<file path="config.mk">
export PLATFORM = sky130hd
export DESIGN_NAME = segm7_scan_driver
export DESIGN_NICKNAME = d
export VERILOG_FILES = /design/src/rtl/segm7_pkg.sv /design/src/rtl/segm7_shift_tx.sv /design/src/rtl/segm7_scan_driver.sv
export SDC_FILE = /design/constraint.sdc
export NUM_CORES = 1
export LEC_CHECK = 0
export BUFFER_PORTS_ARGS = -buffer_cell sky130_fd_sc_hd__buf_2
export CORE_ASPECT_RATIO = 0.5
export CORE_MARGIN = 4
export CORE_UTILIZATION = 53
export CTS_CLUSTER_DIAMETER = 200
export DETAILED_ROUTE_END_ITERATION = 8
export PLACE_DENSITY = 0.78
export SYNTH_ARGS = -nofsm -noshare
export SYNTH_HDL_FRONTEND = slang
export SYNTH_HIERARCHICAL = 1
export SYNTH_SLANG_ARGS = --single-unit
export TNS_END_PERCENT = 10
</file>
<file path="constraint.sdc">
create_clock -name S_AXI_ACLK -period 4.1 [get_ports S_AXI_ACLK]
set_input_delay 0.82 -clock S_AXI_ACLK [delete_from_list [all_inputs] [get_ports S_AXI_ACLK]]
set_output_delay 0.82 -clock S_AXI_ACLK [all_outputs]
set_load 0.02 [all_outputs]
</file>
<file path="src/rtl/segm7_pkg.sv">
`default_nettype none
// +----------------------------------------------------------------------------+
// | Module   : segm7_pkg                                                       |
// | Brief    : State encodings, hex-to-segment font and COM chain width helper |
// | Revision : 1.0                                                             |
// +----------------------------------------------------------------------------+
package segm7_pkg;

    localparam int c_ST_W = 3;

    localparam logic [c_ST_W-1:0] c_ST_IDLE      = 3'd0;
    localparam logic [c_ST_W-1:0] c_ST_LOAD      = 3'd1;
    localparam logic [c_ST_W-1:0] c_ST_SHIFT     = 3'd2;
    localparam logic [c_ST_W-1:0] c_ST_LATCH     = 3'd3;
    localparam logic [c_ST_W-1:0] c_ST_HOLD      = 3'd4;
    localparam logic [c_ST_W-1:0] c_ST_FRAME_END = 3'd5;

    // COM chain is whole 74HC595 devices, so round the digit count up to 8.
    function automatic int com_bits(input int num_digits);
        return 8 * ((num_digits + 7) / 8);
    endfunction

    // Segment order a..g in bits 6..0.
    function automatic logic [6:0] seg7_font(input logic [3:0] nib);
        logic [6:0] f;
        case (nib)
            4'h0: f = 7'h7E;
            4'h1: f = 7'h30;
            4'h2: f = 7'h6D;
            4'h3: f = 7'h79;
            4'h4: f = 7'h33;
            4'h5: f = 7'h5B;
            4'h6: f = 7'h5F;
            4'h7: f = 7'h72;
            4'h8: f = 7'h7F;
            4'h9: f = 7'h7B;
            4'hA: f = 7'h77;
            4'hB: f = 7'h1F;
            4'hC: f = 7'h4E;
            4'hD: f = 7'h3D;
            4'hE: f = 7'h4F;
            default: f = 7'h47;
        endcase
        return f;
    endfunction

endpackage
`default_nettype wire

</file>
<file path="src/rtl/segm7_shift_tx.sv">
`default_nettype none
// +----------------------------------------------------------------------------+
// | Module   : segm7_shift_tx                                                  |
// | Brief    : Serialises one COM/SEG word pair into two 595 chains and       |
// |            latches both chains together                                   |
// | Revision : 1.0                                                             |
// +----------------------------------------------------------------------------+
module segm7_shift_tx #(
    parameter int COM_BITS = 8,
    parameter int CLK_DIV  = 4
) (
    input  logic                clk,
    input  logic                rst_n,
    input  logic                i_start,
    input  logic [COM_BITS-1:0] i_com_word,
    input  logic [7:0]          i_seg_word,
    output logic                o_shift_end,
    output logic                o_latch_end,
    output logic                o_com_ser,
    output logic                o_com_srclk,
    output logic                o_com_rclk,
    output logic                o_seg_ser,
    output logic                o_seg_srclk,
    output logic                o_seg_rclk
);

    localparam int c_DIV_W = $clog2(CLK_DIV + 1);
    localparam int c_K_W   = $clog2(COM_BITS + 1);
    localparam logic [c_DIV_W-1:0] c_DIV_LAST = c_DIV_W'(CLK_DIV - 1);
    localparam logic [c_K_W-1:0]   c_K_LAST   = c_K_W'(COM_BITS - 1);
    localparam logic [c_K_W-1:0]   c_K_SEG    = c_K_W'(COM_BITS - 8);
    localparam logic               c_SEG_FROM_START = (COM_BITS == 8);

    logic                r_shifting, r_latching, r_high, r_seg_en;
    logic [c_DIV_W-1:0]  r_div;
    logic [c_K_W-1:0]    r_k;
    logic [COM_BITS-1:0] r_com_sr, r_seg_sr;
    logic                r_com_ser, r_com_srclk, r_seg_ser, r_seg_srclk, r_rclk;

    logic [COM_BITS-1:0] w_seg_ext;
    logic                w_div_last;

    // SEG rides on the last 8 bit slots of the COM shift, so align it to the top.
    assign w_seg_ext   = COM_BITS'(i_seg_word) << (COM_BITS - 8);
    assign w_div_last  = (r_div == c_DIV_LAST);
    assign o_shift_end = r_shifting & r_high & w_div_last & (r_k == c_K_LAST);
    assign o_latch_end = r_latching & w_div_last;

    always_ff @(posedge clk or negedge rst_n) begin
        if (!rst_n) begin
            r_shifting  <= 1'b0;
            r_latching  <= 1'b0;
            r_high      <= 1'b0;
            r_seg_en    <= 1'b0;
            r_div       <= '0;
            r_k         <= '0;
            r_com_sr    <= '0;
            r_seg_sr    <= '0;
            r_com_ser   <= 1'b0;
            r_com_srclk <= 1'b0;
            r_seg_ser   <= 1'b0;
            r_seg_srclk <= 1'b0;
            r_rclk      <= 1'b0;
        end else if (i_start) begin
            r_shifting  <= 1'b1;
            r_latching  <= 1'b0;
            r_high      <= 1'b0;
            r_seg_en    <= c_SEG_FROM_START;
            r_div       <= '0;
            r_k         <= '0;
            r_com_sr    <= i_com_word >> 1;
            r_seg_sr    <= w_seg_ext >> 1;
            r_com_ser   <= i_com_word[0];
            r_seg_ser   <= w_seg_ext[0];
            r_com_srclk <= 1'b0;
            r_seg_srclk <= 1'b0;
            r_rclk      <= 1'b0;
        end else if (r_shifting) begin
            if (!w_div_last) begin
                r_div <= r_div + 1'b1;
            end else begin
                r_div <= '0;
                if (!r_high) begin
                    r_high      <= 1'b1;
                    r_com_srclk <= 1'b1;
                    r_seg_srclk <= r_seg_en;
                end else begin
                    r_high      <= 1'b0;
                    r_com_srclk <= 1'b0;
                    r_seg_srclk <= 1'b0;
                    if (r_k == c_K_LAST) begin
                        // Both chains latch on the same edge so no ghost digit appears.
                        r_shifting <= 1'b0;
                        r_latching <= 1'b1;
                        r_rclk     <= 1'b1;
                        r_com_ser  <= 1'b0;
                        r_seg_ser  <= 1'b0;
                    end else begin
                        r_k       <= r_k + 1'b1;
                        r_com_ser <= r_com_sr[0];
                        r_seg_ser <= r_seg_sr[0];
                        r_com_sr  <= r_com_sr >> 1;
                        r_seg_sr  <= r_seg_sr >> 1;
                        if (r_k + 1'b1 == c_K_SEG) begin
                            r_seg_en <= 1'b1;
                        end
                    end
                end
            end
        end else if (r_latching) begin
            if (!w_div_last) begin
                r_div <= r_div + 1'b1;
            end else begin
                r_div      <= '0;
                r_latching <= 1'b0;
                r_rclk     <= 1'b0;
            end
        end
    end

    assign o_com_ser   = r_com_ser;
    assign o_com_srclk = r_com_srclk;
    assign o_com_rclk  = r_rclk;
    assign o_seg_ser   = r_seg_ser;
    assign o_seg_srclk = r_seg_srclk;
    assign o_seg_rclk  = r_rclk;

endmodule
`default_nettype wire

</file>
<file path="src/rtl/segm7_scan_driver.sv">
`default_nettype none
// +----------------------------------------------------------------------------+
// | Module   : segm7_scan_driver                                               |
// | Brief    : Multiplexed 7-segment scanner over COM/SEG 74HC595 chains with  |
// |            frame-synchronous shadow registers and clean blank-out on stop |
// | Revision : 1.0                                                             |
// +----------------------------------------------------------------------------+
module segm7_scan_driver #(
    parameter int NUM_DIGITS     = 8,
    parameter int CLK_DIV        = 4,
    parameter int HOLD_CYCLES    = 1024,
    parameter int COM_ACTIVE_LOW = 1,
    parameter int SEG_ACTIVE_LOW = 0
) (
    input  logic                    S_AXI_ACLK,
    input  logic                    S_AXI_ARSTN,
    input  logic [4*NUM_DIGITS-1:0] digit_data,
    input  logic [NUM_DIGITS-1:0]   dp_mask,
    input  logic [NUM_DIGITS-1:0]   blank_mask,
    input  logic                    enable,
    input  logic                    load,
    output logic                    COM_SER,
    output logic                    COM_SRCLK,
    output logic                    COM_RCLK,
    output logic                    SEG_SER,
    output logic                    SEG_SRCLK,
    output logic                    SEG_RCLK,
    output logic                    frame_done,
    output logic                    busy
);
    import segm7_pkg::*;

    localparam int c_COM_BITS = com_bits(NUM_DIGITS);
    localparam int c_D_W      = $clog2(NUM_DIGITS + 1);
    localparam int c_H_W      = $clog2(HOLD_CYCLES + 1);
    localparam logic [c_D_W-1:0]      c_D_LAST   = c_D_W'(NUM_DIGITS - 1);
    localparam logic [c_H_W-1:0]      c_H_LAST   = c_H_W'(HOLD_CYCLES - 1);
    localparam logic [c_COM_BITS-1:0] c_COM_IDLE = (COM_ACTIVE_LOW != 0) ? '1 : '0;
    localparam logic [7:0]            c_SEG_OFF  = (SEG_ACTIVE_LOW != 0) ? 8'hFF : 8'h00;

    logic [c_ST_W-1:0]       r_state;
    logic [c_D_W-1:0]        r_d;
    logic [c_H_W-1:0]        r_hold;
    logic                    r_pending, r_blanking, r_frame_done, r_busy;
    logic [4*NUM_DIGITS-1:0] r_sh_data;
    logic [NUM_DIGITS-1:0]   r_sh_dp, r_sh_blank;

    logic                    w_copy, w_is_load, w_hold_last, w_start;
    logic                    w_shift_end, w_latch_end, w_dp_bit, w_blank_bit;
    logic [4*NUM_DIGITS-1:0] w_data;
    logic [NUM_DIGITS-1:0]   w_dp, w_blank, w_digit_oh;
    logic [3:0]              w_nib;
    logic [7:0]              w_seg_raw, w_seg_word;
    logic [c_COM_BITS-1:0]   w_com_oh, w_com_word;

    // On the copy cycle digit 0 is built straight from the inputs so the whole
    // new frame, digit 0 included, shows the freshly loaded values.
    assign w_copy      = (r_state == c_ST_LOAD) && (r_d == '0) && r_pending;
    assign w_data      = w_copy ? digit_data : r_sh_data;
    assign w_dp        = w_copy ? dp_mask    : r_sh_dp;
    assign w_blank     = w_copy ? blank_mask : r_sh_blank;
    assign w_digit_oh  = NUM_DIGITS'(1) << r_d;
    assign w_nib       = 4'(w_data >> {r_d, 2'b00});
    assign w_dp_bit    = |(w_dp & w_digit_oh);
    assign w_blank_bit = |(w_blank & w_digit_oh);
    assign w_seg_raw   = w_blank_bit ? 8'h00 : {w_dp_bit, seg7_font(w_nib)};
    assign w_com_oh    = c_COM_BITS'(w_digit_oh);
    assign w_is_load   = (r_state == c_ST_LOAD);
    assign w_seg_word  = !w_is_load ? c_SEG_OFF
                       : ((SEG_ACTIVE_LOW != 0) ? ~w_seg_raw : w_seg_raw);
    assign w_com_word  = !w_is_load ? c_COM_IDLE
                       : ((COM_ACTIVE_LOW != 0) ? ~w_com_oh : w_com_oh);
    assign w_hold_last = (r_hold == c_H_LAST);
    assign w_start     = w_is_load || ((r_state == c_ST_HOLD) && w_hold_last && !enable);

    always_ff @(posedge S_AXI_ACLK or negedge S_AXI_ARSTN) begin
        if (!S_AXI_ARSTN) begin
            r_state      <= c_ST_IDLE;
            r_d          <= '0;
            r_hold       <= '0;
            r_pending    <= 1'b0;
            r_blanking   <= 1'b0;
            r_frame_done <= 1'b0;
            r_busy       <= 1'b0;
            r_sh_data    <= '0;
            r_sh_dp      <= '0;
            r_sh_blank   <= '0;
        end else begin
            r_frame_done <= 1'b0;
            if (load) begin
                r_pending <= 1'b1;
            end else if (w_copy) begin
                r_pending <= 1'b0;
            end
            if (w_copy) begin
                r_sh_data  <= digit_data;
                r_sh_dp    <= dp_mask;
                r_sh_blank <= blank_mask;
            end
            case (r_state)
                c_ST_IDLE: begin
                    if (enable) begin
                        r_state <= c_ST_LOAD;
                        r_d     <= '0;
                        r_busy  <= 1'b1;
                    end
                end
                c_ST_LOAD: r_state <= c_ST_SHIFT;
                c_ST_SHIFT: begin
                    if (w_shift_end) begin
                        r_state <= c_ST_LATCH;
                    end
                end
                c_ST_LATCH: begin
                    if (w_latch_end) begin
                        if (r_blanking) begin
                            r_state    <= c_ST_IDLE;
                            r_blanking <= 1'b0;
                            r_busy     <= 1'b0;
                        end else begin
                            r_state <= c_ST_HOLD;
                            r_hold  <= '0;
                        end
                    end
                end
                c_ST_HOLD: begin
                    if (!w_hold_last) begin
                        r_hold <= r_hold + 1'b1;
                    end else if (!enable) begin
                        // Blank-out pass: dark words shifted and latched once before idling.
                        r_blanking <= 1'b1;
                        r_state    <= c_ST_SHIFT;
                    end else if (r_d == c_D_LAST) begin
                        r_state      <= c_ST_FRAME_END;
                        r_frame_done <= 1'b1;
                    end else begin
                        r_d     <= r_d + 1'b1;
                        r_state <= c_ST_LOAD;
                    end
                end
                c_ST_FRAME_END: begin
                    r_d     <= '0;
                    r_state <= c_ST_LOAD;
                end
                default: begin
                    r_state <= c_ST_IDLE;
                    r_busy  <= 1'b0;
                end
            endcase
        end
    end

    segm7_shift_tx #(
        .COM_BITS (c_COM_BITS),
        .CLK_DIV  (CLK_DIV)
    ) u_shift_tx (
        .clk         (S_AXI_ACLK),
        .rst_n       (S_AXI_ARSTN),
        .i_start     (w_start),
        .i_com_word  (w_com_word),
        .i_seg_word  (w_seg_word),
        .o_shift_end (w_shift_end),
        .o_latch_end (w_latch_end),
        .o_com_ser   (COM_SER),
        .o_com_srclk (COM_SRCLK),
        .o_com_rclk  (COM_RCLK),
        .o_seg_ser   (SEG_SER),
        .o_seg_srclk (SEG_SRCLK),
        .o_seg_rclk  (SEG_RCLK)
    );

    assign frame_done = r_frame_done;
    assign busy       = r_busy;

endmodule
`default_nettype wire

</file>
==> Word level (Yosys, flattened, before mapping) <==
Memory sizes are Yosys's and may differ from the RTL's.
Cells that the tools add are included.
{ "classes": {"shifts": 2, "n_addsub": 4, "div": 0, "mux": 96, "reduce_logical": 31, "eq_ne": 24, "n_mul": 0, "order_cmp": 0, "bitwise": 8} }
{ "ops": {"columns": ["operator", "count"], "rows": [
  ["$mux W8", 15],
  ["$mux W1", 52],
  ["$mux W4", 9],
  ["$mux W11", 3],
  ["$mux W3", 11],
  ["$mux W32", 1],
  ["$shr A32 B6 Y4", 1],
  ["$pmux W11 S2", 1],
  ["$reduce_and A4 Y1", 5],
  ["$pmux W3 S6", 1],
  ["$and A8 B8 Y8", 2],
  ["$ne A2 B2 Y1 const B", 8],
  ["$reduce_or A8 Y1", 2],
  ["$reduce_and A5 Y1", 3],
  ["$ne A3 B2 Y1 const B", 4],
  ["$pmux W4 S3", 1],
  ["$reduce_bool A2 Y1", 6],
  ["$add A11 B1 Y11 const B", 1],
  ["$eq A11 B10 Y1 const B", 1],
  ["$eq A3 B2 Y1 const B", 3],
  ["$add A4 B1 Y4 const B", 2],
  ["$eq A4 B3 Y1 const B", 2],
  ["$logic_not A4 Y1", 2],
  ["$not A8 Y8", 1],
  ["other kinds (17)", 28]
]} }
{ "word_totals": {"out_inout_bits": 8, "latch_bits": 0, "mem_bits_rw": 0, "memories": 1, "wordCells": 188, "regBits": 101, "in_bits": 52, "rom_bits": 112} }
{ "mem_list": {"columns": ["memory", "words", "width", "read_ports", "rd_clocked_by_memory_dff", "write_ports", "line", "rtl"], "rows": [
  ["(no name shown)", 16, 7, 1, 0, 0, "segm7_pkg.sv:26", "case (nib)"]
]} }

==> Logic depth before layout (Yosys ltp) <==
{ "depth": {"ltp_word": 9, "ltp_mapped": 20} }

==> Modules after synthesis <==
Netlist, hierarchy kept.
{ "by_module_without_submodules": {"columns": ["mod", "cells_per_inst", "n_inst", "seq_area_each_um2", "area_each_um2"], "rows": [
  ["segm7_scan_driver", 440, 1, 1751.7, 4047.6],
  ["segm7_shift_tx", 163, 1, 725.7, 1539.0]
]} }

==> Worst setup path after synthesis <==
Ideal clock, no wire load.
{ "synth_path": {"kind": "register to register", "startpoint": "reg r_d[0]", "endpoint": "reg u_shift_tx.r_seg_sr[4]", "setup_time_ns": 0.128, "arrival_ns": 3.724, "setup_slack_ns": 0.247, "stages_incl_launch_ff": 20, "required_time_ns": 3.972, "path_cell_list": "dfrtp_1 -> buf_2 -> buf_2 -> inv_1 -> clkbuf_1 -> ha_1 -> nand4bb_1 -> buf_4 -> nor2_8 -> buf_6 -> mux4_2 -> nand2_1 -> a31o_2 -> inv_1 -> ha_1 -> nor3_1 -> a211oi_2 -> nand2b_1 -> o31ai_1 -> nor3_1"} }
{ "synth_between": {"elab_chain_cells": 9} }
{ "synth_lines": {"columns": ["item", "line", "rtl"], "rows": [
  ["start, declared", "segm7_scan_driver.sv:42", "logic [c_D_W-1:0] r_d;"],
  ["start signal, assigned", "segm7_scan_driver.sv:137", "r_d <= r_d + 1'b1;"],
  ["$logic_not A4 Y1", "segm7_scan_driver.sv:58", "assign w_copy = (r_state == c_ST_LOAD) && (r_d == '0) && r_pending;"],
  ["$logic_and A1 B1 Y1 (2 in series)", "segm7_scan_driver.sv:58", null],
  ["$mux W32 / $mux W8 (equally long branches)", null, null],
  ["$shr A32 B6 Y4 / $and A8 B8 Y8 (equally long branches)", "segm7_scan_driver.sv:63, segm7_scan_driver.sv:65", null],
  ["$mem_v2 Z16 W7 / $reduce_or A8 Y1 (equally long branches)", null, null],
  ["$mux W8 (*)", "segm7_scan_driver.sv:66", "assign w_seg_raw = w_blank_bit ? 8'h00 : {w_dp_bit, seg7_font(w_nib)};"],
  ["$mux W8 (*)", "segm7_scan_driver.sv:69", "assign w_seg_word = !w_is_load ? c_SEG_OFF"],
  ["named net w_seg_word[5]", "segm7_scan_driver.sv:53", "logic [7:0] w_seg_raw, w_seg_word;"],
  ["$mux W8 (*)", "segm7_shift_tx.sv:64", "end else if (i_start) begin"],
  ["end signal, assigned", "segm7_shift_tx.sv:72", "r_seg_sr <= w_seg_ext >> 1;"],
  ["end signal, assigned", "segm7_shift_tx.sv:103", "r_seg_sr <= r_seg_sr >> 1;"],
  ["end, declared", "segm7_shift_tx.sv:37", "logic [COM_BITS-1:0] r_com_sr, r_seg_sr;"]
]} }
Mark *: on every way through the listed nets, which the timed path passes. The rest lies on a longest branch.
A chain may end at the register's enable or synchronous reset.

==> Final worst setup path <==
{ "layout_path": {"startpoint": "reg r_d[1]", "endpoint": "reg u_shift_tx.r_seg_sr[2]"} }
The elaborated chain is that of the path after synthesis.

==> results.ini <==
[drt]
wl_per_cell_um=16.08
drt-total-wl_mm=12.75
first_pass_iters=7
ant_nets=0
vias=4563
post_drt_via_cell_ratio=5.754
drt_iter0_drc=458
drc=0

[cells_and_area]
utilization_pct=61.06
final_nets=717
diodes=0
synthToLayoutAreaGrowth_pct=12.00
drive_gt1_share_pct=18.99

[power_and_ir_drop]
p_switching_w=0.001010
powerDensity_mw_per_mm2=490.3
internal_power_w=0.002058
seqPwrFrac_pct=44.6
power_frac_clock_pct=26.7
leakage_nw=2.853
irDropWorstVdd_v=0.0001967
switching_share_pct=32.92
combPwrFrac_pct=28.7

[yosys]
yosys.cell_types.count=66
synth_warnings=6
async_reset_ff_share_pct=100.0
synthFlopType=dfrtp_1
syn_inst=603
synth_fp_nets=670
ys_seq_elements=99
yosysSeqAreaShare_pct=44.34
synth_edf_count=0
avgSynthCellArea_um2=9.265
synth_area_mm2=0.005587

[cts]
hold_buffers=0
clk_latency_ns=0.34
cts_resized=0
cts.clk_slew.worst_paths_ns=0.06
cts_buffers=9
h-tree-depth=3
clk_path_buf_depth=2
cts_tree=built
cts-root-buf=clkbuf_16
cts_setup_buffers=0
cts.sinks=99

[placed_design]
port_buffers=59
dp_hpwl_mm=8.997
place.gp.congestion=0.8945

[worst_setup_path]
critical_path_required_ns=4.35
r2r_cells=15
critical_path.startpoint_type=flip-flop
r2r_end=u_shift_tx/r_seg_sr[2]
end_kind=flip-flop
cp_max_fo=20
arrival_ns=3.98
crit_slowest_cell=mux4_2
r2r_setup_slack_ns=0.37
path_class=flip-flop to flip-flop
cp_cell_sequence=inv_1 -> ha_1 -> nand4bb_1 -> nor2_8 -> mux4_2 -> a22oi_1 -> a31o_2 -> inv_1 -> ha_1 -> mux2i_1 -> nor2_1 -> nor3_1 -> nand2b_1 -> o31ai_1 -> nor3_1
crit_path_max_incr_delay_ns=0.56
reg2reg_from=r_d[1]

[die]
die_h_um=80.60
rows=26
ios=60
die_w_um=153.2
initial_core_util_pct=54.52
core_area_mm2=0.01025
die_area_mm2=0.01235

[global_route]
antenna_found_initial=0
grt-ovfl-total=0
grt_pass1_vias=4294
grt_pass1_wl_mm=21.56
grt_start_max_net_pins=44
grt_usage_pct=21.56

[sta]
finalCritPeriodShare_pct=91.04
skew_ns=0.005341
max_freq_mhz=267.9
fin_crit_ns=3.733
rsz0062_at_grt=false
setup_viol_count_final=0
maxSlewViolCount=0
setup-tns-final_ns=0
hold_viol=0
slew_headroom_pct=52.20
tightest_slew_ns=0.7170

[worst_hold_path]
hold_path.class=primary input to async pin

[outcome]
outcome=finished, final reports clean

[run]
cap_violations=0

-- placed cells by master (no fill, tap or decap), drive strengths merged, types with 4 or more instances in the layout --
master and instances:
xor2 6, nand2b 19, mux4 5, nor2 34
a22o 4, ha 15, mux2 21, mux2i 14
a222oi 5, nand3 17, nand2 138, a21oi 17
nor4 16, or3 7, inv 14, buf 74
a211oi 4, o21ai 18, nor2b 4, nand4 4
nor3 38, and3 5, clkbuf 12, dfrtp 99
o31ai 13
-- stage by stage --
stage               setup WS [ns]  total power (W)  hold slack [ns]  instance area (um^2)  cells
finish                     0.3672         0.003068           0.4631                  6257    793
global route              0.04616         0.003263           0.4962                  6257    793
CTS                        0.3724         0.003081           0.4743                  6257    793
detailed placement         0.3817         0.002256           0.4582                  5982    779
global placement           0.5272         0.002219           0.4520                  5982    779
floorplan                  0.2475         0.002019           0.4379                  5587    603
-- cells in the mapped netlist (2+ instances only) --
library cell / number / share of area [%]
o21ai_0: 16 / 1.4
buf_2: 11 / 0.99
o31ai_1: 13 / 1.7
and3b_1: 2 / 0.31
dfrtp_1: 99 / 44
nand4_1: 4 / 0.45
a21oi_1: 17 / 1.5
nand3_1: 16 / 1.4
a222oi_1: 5 / 0.90
a311oi_1: 3 / 0.47
nor2_1: 33 / 2.2
a22o_1: 4 / 0.63
xnor2_1: 2 / 0.31
inv_1: 14 / 0.94
buf_6: 5 / 1.0
nor3b_1: 2 / 0.27
buf_4: 3 / 0.40
nor4_1: 15 / 1.7
nand2_1: 137 / 9.2
nor3_1: 38 / 3.4
a21o_1: 3 / 0.40
nand3b_1: 2 / 0.27
nor2b_1: 4 / 0.45
o22ai_1: 3 / 0.34
or4_1: 2 / 0.27
mux4_2: 5 / 2.0
or3_1: 7 / 0.78
ha_1: 15 / 3.4
and3_1: 5 / 0.56
a31o_2: 2 / 0.31
mux2i_1: 14 / 2.5
o211ai_1: 3 / 0.40
clkbuf_1: 17 / 1.1
nand2b_1: 19 / 2.1
mux2_2: 18 / 3.6
xor2_1: 6 / 0.94
o21ai_1: 2 / 0.18
buf_1: 2 / 0.13
a22oi_1: 3 / 0.40
a211oi_1: 3 / 0.40
or3b_1: 2 / 0.31
mux2_1: 3 / 0.60
-- state kept, by name, indices dropped and copies added, names as in the netlist, 3 cells and up --
| signal | flops |
|---|---|
| r_hold | 11 |
| u_shift_tx/r_k | 4 |
| u_shift_tx/r_seg_sr | 7 |
| u_shift_tx/r_com_sr | 7 |
| u_shift_tx/r_div | 3 |
| r_sh_blank | 8 |
| r_d | 4 |
| r_sh_dp | 8 |
| r_state | 3 |
| r_sh_data | 32 |
-- power groups by stage --
stage	registers, W	logic [W]	clock network, W
2_1_floorplan	0.00137	0.000648	0
3_3_place_gp	0.00137	0.000850	0
3_5_place_dp	0.00138	0.000879	0
4_1_cts	0.00136	0.000882	0.000834
5_1_grt	0.00140	0.000995	0.000873
6_report	0.00137	0.000882	0.000819
-- critical path: cells and delay by family (launching register included) --
family	cells	cell delay [ns]
buf+inv	2	0.28
fa+ha+maj	2	0.51
flops	1	0.47
simple gates	6	1.10
compound gates	3	0.58
mux	2	0.69
-- final cells by class --
type	count	area (um^2)
Inverter	14	52.55
Timing Repair Buffer	74	422.9
Tap cell	140	175.2
Clock inverter	2	38.79
Fill cell	865	3990
Clock buffer	12	236.5
Sequential cell	99	2477
Multi-Input combinational cell	452	2854
-- metal layers --
metal,vias up,GRT usage [%],wire [um]
li1,2225,-,-
met3,7,4.682,756
met2,144,33.16,5675
met5,-,0,0
met1,2187,31.71,6225
met4,0,4.000,92
-- worst max path at each step --
stage           start                     end  slack [ns]  depth (start not counted)
4_1_cts        r_d[1]  u_shift_tx/r_seg_sr[2]        0.37                         15
2_1_floorplan  r_d[0]  u_shift_tx/r_seg_sr[4]        0.25                         19
3_3_place_gp   r_d[1]  u_shift_tx/r_seg_sr[4]        0.53                         14
3_5_place_dp   r_d[1]  u_shift_tx/r_seg_sr[2]        0.38                         15
5_1_grt        r_d[1]  u_shift_tx/r_seg_sr[2]        0.05                         16
6_report       r_d[1]  u_shift_tx/r_seg_sr[2]        0.37                         15
-- cells by family after synthesis --
kind of cell	after synthesis	share of synthesized area [%]
simple gates	301	26.43
flops	99	44.34
mux	40	8.757
compound gates	88	11.24
xor+xnor	8	1.254
fa+ha+maj	15	3.359
buf+inv	52	4.614
Note: power is estimated with default switching activity, not from simulation.
